**src/rtl/mul_sum_pipe.sv**
```systemverilog
// mul_sum_pipe
//   Carry-propagate adder stage behind the `mul` partial-product block. The
//   carry-save pair (mul_add_a, mul_add_b) is summed and the low or high
//   32-bit product word is returned with a valid/ready handshake and an rd
//   tag.
//
//   Default build: two-stage split-carry adder. Stage 1 adds the low
//   LO_WIDTH bits and registers the carry. Stage 2 adds the high bits plus
//   that carry and selects the output word.
//
//   Optional build macro MUL_SINGLE_STAGE_EN: the full-width add is done in
//   one stage, giving a latency of one cycle. mul_busy then equals out_valid.
//
// Ports
//   clk, rst_n        core clock, asynchronous active-low reset
//   flush             synchronous kill of every in-flight entry
//   in_valid/in_ready upstream handshake
//   mul_opcode        NOP/MUL/MULH/MULHU/MULHSU (selects the result word only)
//   mul_add_a/_b      carry-save operands, PP_WIDTH bits
//   in_rd             destination tag carried with the request
//   out_valid/ready   downstream handshake
//   out_result        selected 32-bit product word
//   out_rd            tag travelling with out_result
//   mul_busy          any stage holds a valid entry

`ifndef WORD_WIDTH
`define WORD_WIDTH 32
`endif
`ifndef MUL_OP_NOP
`define MUL_OP_NOP    3'd0
`define MUL_OP_MUL    3'd1
`define MUL_OP_MULH   3'd2
`define MUL_OP_MULHU  3'd3
`define MUL_OP_MULHSU 3'd4
`endif

module mul_sum_pipe #(
  parameter int PP_WIDTH  = 66,
  parameter int LO_WIDTH  = 33,
  parameter int TAG_WIDTH = 5
) (
  input  logic                   clk,
  input  logic                   rst_n,
  input  logic                   flush,
  input  logic                   in_valid,
  output logic                   in_ready,
  input  logic [2:0]             mul_opcode,
  input  logic [PP_WIDTH-1:0]    mul_add_a,
  input  logic [PP_WIDTH-1:0]    mul_add_b,
  input  logic [TAG_WIDTH-1:0]   in_rd,
  output logic                   out_valid,
  input  logic                   out_ready,
  output logic [`WORD_WIDTH-1:0] out_result,
  output logic [TAG_WIDTH-1:0]   out_rd,
  output logic                   mul_busy
);

  localparam int W        = `WORD_WIDTH;
  localparam int HI_WIDTH = PP_WIDTH - LO_WIDTH;

  // MUL returns the low word. All high-word opcodes share one select,
  // because signedness was already folded in upstream.
  function automatic logic [W-1:0] word_sel(input logic [2:0]          op,
                                            input logic [PP_WIDTH-1:0] prod);
    logic [W-1:0] w;
    if (op == `MUL_OP_MUL) w = prod[W-1:0];
    else                   w = prod[2*W-1:W];
    return w;
  endfunction

  logic accept;
  logic is_nop;

  assign is_nop = (mul_opcode == `MUL_OP_NOP);
  assign accept = in_valid & in_ready;

`ifdef MUL_SINGLE_STAGE_EN

  logic                 vld_p1;
  logic [W-1:0]         result_p1;
  logic [TAG_WIDTH-1:0] rd_p1;
  logic [PP_WIDTH-1:0]  sum_p0;

  assign in_ready  = (!vld_p1 | out_ready) & !flush;
  assign sum_p0    = mul_add_a + mul_add_b;
  assign out_valid = vld_p1;
  assign out_result = result_p1;
  assign out_rd    = rd_p1;
  assign mul_busy  = vld_p1;

  // ---- stage p0 -> p1: full-width add and word select ----
  always_ff @(posedge clk or negedge rst_n) begin
    if (!rst_n) begin
      vld_p1    <= 1'b0;
      result_p1 <= '0;
      rd_p1     <= '0;
    end else if (flush) begin
      vld_p1 <= 1'b0;
    end else if (!vld_p1 | out_ready) begin
      vld_p1 <= accept & !is_nop;
      if (accept & !is_nop) begin
        result_p1 <= word_sel(mul_opcode, sum_p0);
        rd_p1     <= in_rd;
      end
    end
  end

`else

  logic                 vld_p1, vld_p2;
  logic                 adv_p1, adv_p2;
  logic [LO_WIDTH:0]    lo_sum_p0;
  logic [LO_WIDTH-1:0]  lo_p1;
  logic                 carry_p1;
  logic [HI_WIDTH-1:0]  a_hi_p1, b_hi_p1;
  logic [2:0]           op_p1;
  logic [TAG_WIDTH-1:0] rd_p1;
  logic [HI_WIDTH-1:0]  hi_sum_p1;
  logic [PP_WIDTH-1:0]  prod_p1;
  logic [W-1:0]         result_p2;
  logic [TAG_WIDTH-1:0] rd_p2;

  assign adv_p2   = !vld_p2 | out_ready;
  assign adv_p1   = !vld_p1 | adv_p2;
  assign in_ready = adv_p1 & !flush;

  assign lo_sum_p0 = {1'b0, mul_add_a[LO_WIDTH-1:0]} + {1'b0, mul_add_b[LO_WIDTH-1:0]};
  assign hi_sum_p1 = a_hi_p1 + b_hi_p1 + HI_WIDTH'(carry_p1);
  assign prod_p1   = {hi_sum_p1, lo_p1};

  assign out_valid  = vld_p2;
  assign out_result = result_p2;
  assign out_rd     = rd_p2;
  assign mul_busy   = vld_p1 | vld_p2;

  // ---- stage p0 -> p1: low-half add, carry captured ----
  always_ff @(posedge clk or negedge rst_n) begin
    if (!rst_n) begin
      vld_p1 <= 1'b0;
    end else if (flush) begin
      vld_p1 <= 1'b0;
    end else if (adv_p1) begin
      // A NOP is consumed here and never becomes a valid entry.
      vld_p1 <= accept & !is_nop;
    end
  end

  always_ff @(posedge clk) begin
    if (accept) begin
      lo_p1    <= lo_sum_p0[LO_WIDTH-1:0];
      carry_p1 <= lo_sum_p0[LO_WIDTH];
      a_hi_p1  <= mul_add_a[PP_WIDTH-1:LO_WIDTH];
      b_hi_p1  <= mul_add_b[PP_WIDTH-1:LO_WIDTH];
      op_p1    <= mul_opcode;
      rd_p1    <= in_rd;
    end
  end

  // ---- stage p1 -> p2: high-half add with carry, word select ----
  // The result registers are cleared on reset and hold their value across a
  // flush. Only the valid bit is killed.
  always_ff @(posedge clk or negedge rst_n) begin
    if (!rst_n) begin
      vld_p2    <= 1'b0;
      result_p2 <= '0;
      rd_p2     <= '0;
    end else if (flush) begin
      vld_p2 <= 1'b0;
    end else if (adv_p2) begin
      vld_p2 <= vld_p1;
      if (vld_p1) begin
        result_p2 <= word_sel(op_p1, prod_p1);
        rd_p2     <= rd_p1;
      end
    end
  end

`endif

endmodule

```
**config.mk**
```make
export PLATFORM = sky130hd
export DESIGN_NAME = mul_sum_pipe
export DESIGN_NICKNAME = d
export VERILOG_FILES = /design/src/rtl/mul_sum_pipe.sv
export SDC_FILE = /design/constraint.sdc
export NUM_CORES = 1
export LEC_CHECK = 0
export ABC_AREA = 1
export BUFFER_PORTS_ARGS = -buffer_cell sky130_fd_sc_hd__buf_2
export CORE_ASPECT_RATIO = 0.75
export CORE_MARGIN = 5
export CORE_UTILIZATION = 55
export CTS_BUF_LIST = sky130_fd_sc_hd__clkbuf_4 sky130_fd_sc_hd__clkbuf_8 sky130_fd_sc_hd__clkbuf_16
export CTS_CLUSTER_DIAMETER = 60
export DETAILED_ROUTE_END_ITERATION = 10
export HOLD_SLACK_MARGIN = 0.02
export PLACE_DENSITY = 0.87
export SKIP_LAST_GASP = 1
export SYNTH_ARGS = -nofsm -noshare
export SYNTH_HDL_FRONTEND = slang
export SYNTH_SLANG_ARGS = --single-unit
```
**constraint.sdc**
```tcl
create_clock -name clk -period 12.5 [get_ports clk]
set_input_delay 0.625 -clock clk [delete_from_list [all_inputs] [get_ports clk]]
set_output_delay 0.625 -clock clk [all_outputs]
set_load 0.1 [all_outputs]
```
# Yosys cells after proc, flatten, opt, wreduce, memory -nomap -nowiden
# Cells that the tools add are included.
dict set report totals {
  regBits 143
  inputBits 145
}
dict set report op_classes {
  add_sub_neg 3
  eq_ne 1
  n_mux 5
  n_bitwise 7
  reduce_logical 8
}
# cell count
set ops {}
lappend ops {{$add A33 B33 Y34} 1}
lappend ops {{$mux W32} 1}
lappend ops {{$add A31 B1 Y31} 1}
lappend ops {{$add A31 B31 Y31} 1}
lappend ops {{$logic_not A1 Y1} 4}
lappend ops {{$mux W1} 4}
lappend ops {{$reduce_bool A2 Y1} 2}
lappend ops {{$and A1 B1 Y1} 3}
lappend ops {{$eq A3 B1 Y1 const B} 1}
lappend ops {{$logic_not A3 Y1} 1}
lappend ops {{$or A1 B1 Y1} 3}
lappend ops {{$reduce_and A3 Y1} 1}
lappend ops {{$not A1 Y1} 1}

# Depth between registers and ports, before layout
dict set report logic_depth {
  depth_word 8
  ltp_mapped 14
  ltp_nobuf 14
}

# Worst setup path before layout
# Ideal clock, no wire load.
dict set report synth_path {
  path_type {flip-flop to flip-flop}
  from {register vld_p2 (netlist: out_valid)}
  to {register a_hi_p1[0], enable pin}
  arrival_time_ps 5521
  slack_ps 6411
  path_stages_with_launch 8
  path_buffers 0
  path_cell_list {dfrtp_1 -> inv_1 -> nor2_1 -> inv_1 -> nor2_1 -> inv_1 -> nand2_1 -> nor2_1}
}
dict set report synth_via {
  elab_chain_len 5
}
# item line
set synth_lines {}
lappend synth_lines {{start, declared} 110} ;# logic vld_p1, vld_p2;
lappend synth_lines {{start signal, assigned} 170} ;# vld_p2 <= vld_p1;
lappend synth_lines {{$logic_not A1 Y1} 123} ;# assign adv_p2 = !vld_p2 | out_ready;
lappend synth_lines {{$or A1 B1 Y1} 123}
lappend synth_lines {{$or A1 B1 Y1} 124} ;# assign adv_p1 = !vld_p1 | adv_p2;
lappend synth_lines {{$and A1 B1 Y1} 125} ;# assign in_ready = adv_p1 & !flush;
lappend synth_lines {{$and A1 B1 Y1} 75} ;# assign accept = in_valid & in_ready;
lappend synth_lines {{named net accept} 71} ;# logic accept;
lappend synth_lines {{end signal, assigned} 152} ;# a_hi_p1 <= mul_add_a[PP_WIDTH-1:LO_WIDTH];
lappend synth_lines {{end, declared} 115} ;# logic [HI_WIDTH-1:0] a_hi_p1, b_hi_p1;
# The timed path passes the listed nets, and every way through them passes these cells.
# A chain may end at the register's enable or synchronous reset.

# Worst setup path after layout
dict set report layout_path {
  from {register carry_p1}
  to {register result_p2[29] (netlist: out_result[29])}
}
dict set report layout_via {
  elab_chain_len 2
}
# item line
set layout_lines {}
lappend layout_lines {{start, declared} 114} ;# logic carry_p1;
lappend layout_lines {{start signal, assigned} 151} ;# carry_p1 <= lo_sum_p0[LO_WIDTH];
lappend layout_lines {{$add A31 B1 Y31} 128} ;# assign hi_sum_p1 = a_hi_p1 + b_hi_p1 + HI_WIDTH'(carry_p1);
lappend layout_lines {{$mux W32} 66} ;# if (op == `MUL_OP_MUL) w = prod[W-1:0];
lappend layout_lines {{end signal, assigned} 172} ;# result_p2 <= word_sel(op_p1, prod_p1);
lappend layout_lines {{end, declared} 120} ;# logic [W-1:0] result_p2;
# Every way passes these cells.

==> results.ini <==
[yosys]
dominantRegCellSynth = sky130_fd_sc_hd__edfxtp_1
synth.cell_area_mm2 = 0.00921
synth_seq_area_share_pct = 44.5
netlist-cell-type-count = 38
seq_cells_post_synth = 143
synth-async-reset-ratio_pct = 27.3
number_of_enable_type_register_cells_in_the_synthesized_netlist = 104
yosys.area.top_type = sky130_fd_sc_hd__edfxtp_1
ys_warn_count = 0
post_synth_most_frequent_cells = 378 x sky130_fd_sc_hd__nand2_1, 142 x sky130_fd_sc_hd__inv_1, 130 x sky130_fd_sc_hd__nor2_1
largest_cells_by_area_after_synthesis = sky130_fd_sc_hd__edfxtp_1 34%, sky130_fd_sc_hd__nand2_1 15%, sky130_fd_sc_hd__dfrtp_1 11%
synth_largest_type_area_fraction_pct = 33.9
synth_area_per_cell_um2 = 7.87
syn_inst = 1169
syn_nets = 1379
synthMostInstantiatedCell = sky130_fd_sc_hd__nand2_1

[global_route]
track_usage_pct = 24.7
grt_overflow = 0
first_pass_grt_wire_length_mm = 38.5
largest_net_degree_at_the_start_of_global_routing = 83
number_of_antenna_violations_at_the_first_check_in_global_routing = 0
first_global_vias = 7927

[clock_network]
postCtsResizedCells = 0
clk_pin_slew_ps = 70
clock_path_buffers = 2
clock_sinks = 143
ctsHoldBuffers = 0
cts_htree_levels = 4
cts-buffers-inserted = 17
clk_latency_ps = 430
tritoncts = done
clock-root-buffer = sky130_fd_sc_hd__clkbuf_16
cts.repair_timing.setup_buffer_count = 0

[sta]
timing.hold.ws_ps = 326
finalSetupTns_ps = 0
report.final.hold_viol_count = 0
max_clock_freq_mhz = 379
finalCritPeriodShare_pct = 21.1
worst_slew_pin_slew_ps = 1090
setup_ws_ps = 9860
rsz_0062_raised_after_global_routing = false
timing.max_slew.rel_slack_pct = 27.6
number_of_endpoints_failing_setup_at_the_final_stage = 0
slew_violations = 0
final_period_minus_worst_setup_slack_ps = 2640
finalClockSkew_ps = 10.8

[placed_design]
detailedPlace.worstSlack_ps = 9610
gpl_congestion = 0.934
placement.cell_area_mm2 = 0.0104
io_buffer_count = 180
dp_hpwl_mm = 18.5

[critical_path]
worstPathCellList = fa_1 > fa_1 > nand3_1 > nand3_1 > nand3_1 > nand3b_1 > nand2_1 > nand2_1 > nand2_1 > nand3_1 > nand2_1 > nand2_1
crit_buf_inv = 0
cp.arrival_ps = 2960
critPathCaptureType = flop
cp_max_fo = 4
critPathLaunch = carry_p1
worstSetupStartpointType = flop
timing.setup.critical_path_class = reg2reg
critPathMaxStageDelay_ps = 550
r2r_start = carry_p1
setup.reg_to_reg.worst_slack_ps = 9860
cp_common_cell = sky130_fd_sc_hd__nand2_1
timing.critical_path.required_ps = 12820
crit_slowest_cell = sky130_fd_sc_hd__fa_1
cp_top_family = simple AND/OR/NAND/NOR gates

[pwr]
totalPowerFinal_mw = 1.62
leakage_nw = 5.58
power_per_cell_area_mw_per_mm2 = 148
peakVddDrop_v = 0.000102

[die]
initial_core_util_pct = 55.4
design.core.area_mm2 = 0.0166
die-area_mm2 = 0.0195
std_cell_rows = 41
io-pin-count = 185
chipWidth_um = 159
dieHeight_um = 122

[route]
post_drt_via_cell_ratio = 5.24
routedWlPerCell_um = 15.0
drcViolationCount = 0
dr.pass1.iters = 5
detailedRoute.firstIterationViolations = 520
route.antenna.remaining_nets = 0
route.final.wire_length_mm = 23.8
dr_total_vias = 8316

[cells_and_area]
finish.net_count = 1568
layout-drive-gt1-share_pct = 19.1
num_antenna_cells = 0
finalInstanceArea_mm2 = 0.0109
area.growth.synth_to_final_pct = 18.8

[run_status]
status = finished clean

[run]
max_cap_violations = 0

[min_path]
hold_path_class = in2async

-- flip-flops by register name, summed over array words and instances, names as in the netlist --
signal / cells
lo_p1: 33
out_result: 32
a_hi_p1: 31
b_hi_p1: 31
out_rd: 5
rd_p1: 5
op_p1: 3
carry_p1: 1
out_valid: 1
vld_p1: 1
-- where the power goes --
group | total (mW) | switching (mW) | internal (mW)
clock network | 0.501 | 0.218 | 0.283
logic | 0.526 | 0.407 | 0.118
registers | 0.590 | 0.0227 | 0.567
-- worst paths after layout --
| path | end | cells past startpoint |
|---|---|---|
| max | out_result[29] | 12 |
| min | out_rd[0] | 1 |
| max reg2reg | out_result[29] | 12 |
| min reg2reg | out_rd[4] | 2 |
| max in group asynchronous | out_result[14] | 1 |
| min in group clk | rd_p1[3] | 1 |
-- final cells by class --
cell class / count / area, um2
clock inverter: 14 / 143
timing repair buffer: 183 / 923
inverter: 153 / 574
clock buffer: 18 / 433
multi-input combinational: 860 / 4490
sequential: 143 / 4100
fill: 1414 / 5690
tap: 215 / 269
-- cells by family (layout without fill, tap and decap cells) --
| group | after synthesis | count (layout) | share of synthesized area (%) |
|---|---|---|---|
| AND/OR/NAND/NOR | 617 | 617 | 27.5 |
| AO/OA/AOI/OAI | 142 | 142 | 8.66 |
| flip-flops | 143 | 143 | 44.5 |
| XOR/XNOR | 36 | 36 | 3.43 |
| adder cells (fa/ha/maj) | 65 | 65 | 9.08 |
| buffers and inverters | 166 | 368 | 6.82 |
-- per-layer routing --
layer	vias up	track usage [%]	share of wire (%)
met5	-	0	0
met4	0	7.09	1.6
met3	32	5.38	7.5
met2	329	40.1	45
met1	3781	33.7	46
li1	4174	-	-
-- stage by stage --
stage	util [%]	std cells
final	65.8	1586
after global placement	62.3	1554
after global routing	65.8	1586
after CTS	65.8	1586
after detailed placement	62.3	1554
after floorplan	-	1169
-- worst register-to-register path, stage by stage, from the launching register on --
cell,delay [ps]
sky130_fd_sc_hd__edfxtp_1,420
sky130_fd_sc_hd__fa_1,550
sky130_fd_sc_hd__fa_1,480
sky130_fd_sc_hd__nand3_1,120
sky130_fd_sc_hd__nand3_1,140
sky130_fd_sc_hd__nand3_1,110
sky130_fd_sc_hd__nand3b_1,180
sky130_fd_sc_hd__nand2_1,140
sky130_fd_sc_hd__nand2_1,60
sky130_fd_sc_hd__nand2_1,60
sky130_fd_sc_hd__nand3_1,110
sky130_fd_sc_hd__nand2_1,110
sky130_fd_sc_hd__nand2_1,50
-- cells in the final DEF, fill, tap and decap left out, types with 2 or more instances in the layout --
cell	n
sky130_fd_sc_hd__a21oi_2	2
sky130_fd_sc_hd__nor3_2	5
sky130_fd_sc_hd__o21ai_0	25
sky130_fd_sc_hd__nand2_2	14
sky130_fd_sc_hd__a31oi_1	2
sky130_fd_sc_hd__inv_8	3
sky130_fd_sc_hd__nor2_2	7
sky130_fd_sc_hd__buf_4	3
sky130_fd_sc_hd__ha_1	62
sky130_fd_sc_hd__inv_2	10
sky130_fd_sc_hd__clkbuf_16	17
sky130_fd_sc_hd__nand3_1	62
sky130_fd_sc_hd__xor2_1	29
sky130_fd_sc_hd__o21ai_2	4
sky130_fd_sc_hd__a21o_1	6
sky130_fd_sc_hd__inv_4	2
sky130_fd_sc_hd__fa_1	3
sky130_fd_sc_hd__a21boi_1	2
sky130_fd_sc_hd__nor2_1	129
sky130_fd_sc_hd__dfrtp_1	39
sky130_fd_sc_hd__nand4_1	5
sky130_fd_sc_hd__nand3_2	3
sky130_fd_sc_hd__nand2_1	378
sky130_fd_sc_hd__buf_2	180
sky130_fd_sc_hd__o21bai_1	9
sky130_fd_sc_hd__inv_1	142
sky130_fd_sc_hd__nor3_1	7
sky130_fd_sc_hd__inv_6	5
sky130_fd_sc_hd__edfxtp_1	104
sky130_fd_sc_hd__xnor2_1	7
sky130_fd_sc_hd__and2_1	2
sky130_fd_sc_hd__nand3b_1	2
sky130_fd_sc_hd__a21oi_1	74
sky130_fd_sc_hd__o211ai_1	3
sky130_fd_sc_hd__o21ai_1	12
sky130_fd_sc_hd__clkinv_4	2
(Power assumes the default switching activity.)
